File: config.mk
export PLATFORM = sky130hd
export DESIGN_NAME = wb_port_arbiter
export DESIGN_NICKNAME = d
export VERILOG_FILES = /design/src/rtl/wb_port_arbiter_pkg.sv /design/src/rtl/wb_port_arbiter_rr_pick.sv /design/src/rtl/wb_port_arbiter.sv
export SDC_FILE = /design/constraint.sdc
export NUM_CORES = 1
export LEC_CHECK = 0
export BUFFER_PORTS_ARGS = -buffer_cell sky130_fd_sc_hd__buf_4
export CAP_MARGIN = 25
export CORE_AREA = 2 2 311 313
export CTS_CLUSTER_DIAMETER = 30
export DETAILED_ROUTE_END_ITERATION = 8
export DIE_AREA = 0 0 313 315
export SYNTH_ARGS = -nofsm -noshare
export SYNTH_HDL_FRONTEND = slang
export SYNTH_SLANG_ARGS = --single-unit
export TNS_END_PERCENT = 30
File: constraint.sdc
create_clock -name clk_i -period 9.2 [get_ports clk_i]
set_input_delay 2.3 -clock clk_i [delete_from_list [all_inputs] [get_ports clk_i]]
set_output_delay 2.3 -clock clk_i [all_outputs]
set_load 0.03 [all_outputs]
File: src/rtl/wb_port_arbiter_pkg.sv
// Shared types for the writeback port arbiter slice. These mirror the
// ariane_pkg / riscv subset the arbiter uses, so the slice builds on its own.
package wb_port_arbiter_pkg;

  localparam int unsigned XLEN          = 64;
  localparam int unsigned TRANS_ID_BITS = 3;

  typedef struct packed {
    logic [XLEN-1:0] cause;
    logic [XLEN-1:0] tval;
    logic            valid;
  } exception_t;

endpackage

File: src/rtl/wb_port_arbiter_rr_pick.sv
// Combinational round-robin scan: first valid requester at or after ptr,
// wrapping modulo NR_REQ.
module wb_port_arbiter_rr_pick #(
  parameter int unsigned NR_REQ = 3,
  parameter int unsigned IDX_W  = $clog2(NR_REQ)
) (
  input  logic [NR_REQ-1:0] valid,
  input  logic [IDX_W-1:0]  ptr,
  output logic [NR_REQ-1:0] gnt,
  output logic [IDX_W-1:0]  idx,
  output logic              any_valid
);

  logic [2*NR_REQ-1:0] dbl;
  logic [NR_REQ-1:0]   rot;
  logic                found;
  int unsigned         off;
  int unsigned         sum;

  // Rotate so that ptr sits at bit 0; a fixed-priority scan then gives the RR order.
  always_comb begin
    dbl   = {valid, valid} >> ptr;
    rot   = dbl[NR_REQ-1:0];
    found = 1'b0;
    off   = 0;
    for (int unsigned i = 0; i < NR_REQ; i++) begin
      if (!found && rot[i]) begin
        found = 1'b1;
        off   = i;
      end
    end
    sum = 32'(ptr) + off;
    if (sum >= NR_REQ) sum = sum - NR_REQ;
    idx       = IDX_W'(sum);
    gnt       = found ? ((NR_REQ)'(1) << idx) : '0;
    any_valid = |valid;
  end

endmodule

File: src/rtl/wb_port_arbiter.sv
// Round-robin arbiter sharing one scoreboard writeback port between NR_REQ
// result sources, with a one-entry registered output stage.
module wb_port_arbiter
  import wb_port_arbiter_pkg::*;
#(
  parameter int unsigned NR_REQ       = 3,
  parameter int unsigned RR_RESET_IDX = 0
) (
  input  logic                                  clk_i,
  input  logic                                  rst_i,
  input  logic                                  flush_i,
  input  logic [NR_REQ-1:0]                     req_valid_i,
  output logic [NR_REQ-1:0]                     req_ready_o,
  input  logic [NR_REQ-1:0][TRANS_ID_BITS-1:0]  req_trans_id_i,
  input  logic [NR_REQ-1:0][XLEN-1:0]           req_data_i,
  input  exception_t [NR_REQ-1:0]               req_ex_i,
  input  logic                                  wb_ready_i,
  output logic                                  wt_valid_o,
  output logic [TRANS_ID_BITS-1:0]              trans_id_o,
  output logic [XLEN-1:0]                       wbdata_o,
  output exception_t                            ex_o,
  output logic [$clog2(NR_REQ)-1:0]             grant_idx_o
);

  localparam int unsigned IDX_W = $clog2(NR_REQ);

  logic [IDX_W-1:0]  ptr_q;
  logic [IDX_W-1:0]  ptr_next;
  logic [NR_REQ-1:0] gnt;
  logic [IDX_W-1:0]  pick_idx;
  logic              any_valid;
  logic              load;
  logic              grant_en;

  wb_port_arbiter_rr_pick #(
    .NR_REQ (NR_REQ),
    .IDX_W  (IDX_W)
  ) i_rr_pick (
    .valid     (req_valid_i),
    .ptr       (ptr_q),
    .gnt       (gnt),
    .idx       (pick_idx),
    .any_valid (any_valid)
  );

  always_comb begin
    load        = !wt_valid_o || wb_ready_i;
    grant_en    = load && !flush_i && !rst_i && any_valid;
    req_ready_o = grant_en ? gnt : '0;
    ptr_next    = (pick_idx == IDX_W'(NR_REQ - 1)) ? '0 : pick_idx + IDX_W'(1);
  end

  always_ff @(posedge clk_i) begin
    if (rst_i) begin
      wt_valid_o  <= 1'b0;
      trans_id_o  <= '0;
      wbdata_o    <= '0;
      ex_o        <= '0;
      grant_idx_o <= '0;
      ptr_q       <= IDX_W'(RR_RESET_IDX);
    end else if (flush_i) begin
      wt_valid_o <= 1'b0;
    end else if (load) begin
      if (any_valid) begin
        wt_valid_o  <= 1'b1;
        trans_id_o  <= req_trans_id_i[pick_idx];
        wbdata_o    <= req_data_i[pick_idx];
        ex_o        <= req_ex_i[pick_idx];
        grant_idx_o <= pick_idx;
        ptr_q       <= ptr_next;
      end else begin
        wt_valid_o <= 1'b0;
      end
    end
  end

endmodule

==> results.yml <==
critical_path:
  r2r_setup_slack_ns: 4.79
  cp-start-kind: "primary input"
  endpoint_kind: "primary output"
  crit_type: "primary input to primary output"
  cp.required_ns: 6.90
  arrival_ns: 4.81
  worst_r2r_path_depth: 14
  cp_max_fo: 6
floorplanning:
  dieHeight_um: 315
  rows: 114
  die_area_um2: 98600
  die_w_um: 313
  start_util_pct: 10.0
  core_um2: 95700
  pin_count: 797
logic_synthesis:
  ys_async_sr_fraction_pct: 0
  synth.area.top_cells: "dfxtp_1 42%, mux2i_1 16%, a32oi_1 15%"
  yosys_warnings: 0
  ys_seq_elements: 201
  yosys.cell_count.top_type: "dfxtp_1"
  yosys.area.top_type_share_pct: 42.0
  syn_nets: 1588
  synth_edf_count: 0
  synth_common_cells: "201 x dfxtp_1, 169 x o21ai_1, 168 x a32oi_1"
  yosysTopAreaCell: "dfxtp_1"
  syn_area_per_cell_um2: 9.68
  synth_ff_type: "dfxtp_1"
  syn_area_um2: 9580
  ys_seq_area_share_pct: 42.0
  synthCells: 990
  ys_types: 35
sta:
  rsz0062_at_grt: "false"
  slew_headroom_pct: -7.82
  period_needed_ns: 7.11
  fmax_ghz: 0.141
  setup_viol: 0
  final_hold_viol_count: 0
  min_period_over_period_pct: 77.3
  skew_ns: 0.0147
  timing.final.ws_setup_ns: 2.09
  final_max_slew_viol_count: 53
  tns_ns: 0
  worst_pin_slew_ns: 1.62
  hold_slack_ns: 0.456
routing:
  wl_per_cell_um: 20.7
  num_vias: 12007
  antenna_left: 0
  drc_errors: 0
  wirelength_um: 63600
  drtIter0Drc: 708
  first_pass_iters: 4
  vias_per_cell: 3.91
power:
  power_density_nw_per_um2: 287
  seqPwrFrac_pct: 21.7
  p_clk_share_pct: 40.8
  peakVddDrop_v: 0.000216
  comb_power_share_pct: 37.6
  leakage_nw: 8.64
  swShare_pct: 36.5
  p_sw_w: 0.00198
  p_int_w: 0.00346
clocking:
  path_clk_slew_ns: 0.04
  clock-root-buffer: "clkbuf_16"
  cts_tree: "built"
  h-tree-depth: 2
  clock_sinks: 201
  cts_resized: 0
  cts_buffer_depth: 3
  clock_latency_ns: 0.59
  postCtsSetupBuffers: 0
  cts_buffers: 58
  holdBufCountCts: 0
place:
  post-place-ws_ns: 2.11
  portBuffers: 796
  globalplace.congestion: 0.839
  dp_hpwl_um: 49800
  post-place-cells: 2964
layout:
  fin_cells: 3073
  fillers: 10608
  drive_above_1_share_pct: 51.4
  area_growth_pct: 98.3
  nets: 2346
grt:
  grt_pass1_vias: 11520
  antenna_found_initial: 18
  grtUsageTotal_pct: 12.1
  grt_pass1_wl_um: 85500
  grt_overflow_total: 0
  grt_max_degree: 166
min_path:
  holdCritPathClass: "register to register"
  hold_path_depth: 2
job:
  maxCapViolations: 0
run_status:
  status: "complete, but fails checks"
  violations: "max-slew violations"
## cell usage in the layout, fill, tap and decap left out, drive strengths merged, types with 3 or more instances in the layout
cell type / count
mux2i: 150
nor3: 5
clkbuf: 89
inv: 5
a21oi: 32
o21ai: 172
clkinv: 8
dfxtp: 201
bufinv: 10
a22oi: 48
a211oi: 30
buf: 812
a32oi: 168
nor2: 36
nor3b: 3
nand2b: 3
and2: 3
## routing by layer
layer / track usage (%) / part of all wire, % / vias up / routed length [µm]
met5: 0 / 0.094 / - / 60
li1: - / - / 5485 / -
met3: 4.03 / 8.6 / 99 / 5470
met2: 19.1 / 45 / 655 / 28900
met1: 15.5 / 43 / 5758 / 27500
met4: 3.74 / 2.7 / 10 / 1700
## cells by family after synthesis
group                    count (synthesis)  synth area share [%]
AO/OA/AOI/OAI                          454                  32.6
multiplexers                           150                  15.8
buffers and inverters                  119                  5.85
flip-flops                             201                  42.0
adder cells (fa/ha/maj)                  3                 0.470
AND/OR/NAND/NOR                         63                  3.26
## area by class of cell
class	instances	area, µm²	area share, %
Timing Repair Buffer	812	6130	32.3
Multi-Input combinational cell	670	5050	26.6
Sequential cell	201	4020	21.2
Clock buffer	89	1830	9.64
Tap cell	1276	1600	8.40
Clock inverter	19	348	1.83
Inverter	5	18.8	0.0988
Antenna cell	1	2.50	0.0132
## sequential cells by signal, indices dropped and copies added, names as in the netlist
register     count
ptr_q            2
ex_o           129
wbdata_o        64
wt_valid_o       1
grant_idx_o      2
trans_id_o       3
## power groups by stage
stage	Clock (W)	Sequential [W]	Combinational, W
2_1_floorplan	0	0.00154	0.000820
3_3_place_gp	0	0.00119	0.00206
3_5_place_dp	0	0.00119	0.00207
4_1_cts	0.00227	0.00118	0.00208
5_1_grt	0.00232	0.00120	0.00216
6_report	0.00222	0.00118	0.00205
## worst max-delay path: stages
cell      delay (ns)
buf_4           0.11
inv_1           0.07
nor3b_1         0.19
a21oi_1         0.07
o21ai_0         0.15
ha_1            0.16
inv_1           0.05
fa_1            0.56
inv_1           0.06
ha_1            0.22
nand3b_1        0.28
mux2i_4         0.25
and2_1          0.17
buf_4           0.16
## worst paths after layout
path | startpoint | endpoint
setup / recovery | req_valid_i[1] | req_ready_o[0]
hold / removal | grant_idx_o[1] | grant_idx_o[1]
setup reg to reg | ptr_q[0] | ex_o[98]
hold reg to reg | grant_idx_o[1] | grant_idx_o[1]
## through the flow
stage / utilization, % / total power, W / area [µm²]
2_1_floorplan: - / 0.00236 / 9580
3_3_place_gp: 17.6 / 0.00324 / 16800
3_5_place_dp: 17.6 / 0.00326 / 16800
4_1_cts: 19.8 / 0.00552 / 19000
5_1_grt: 19.9 / 0.00568 / 19000
6_report: 19.9 / 0.00544 / 19000
Power figures use the tool's default switching activity.
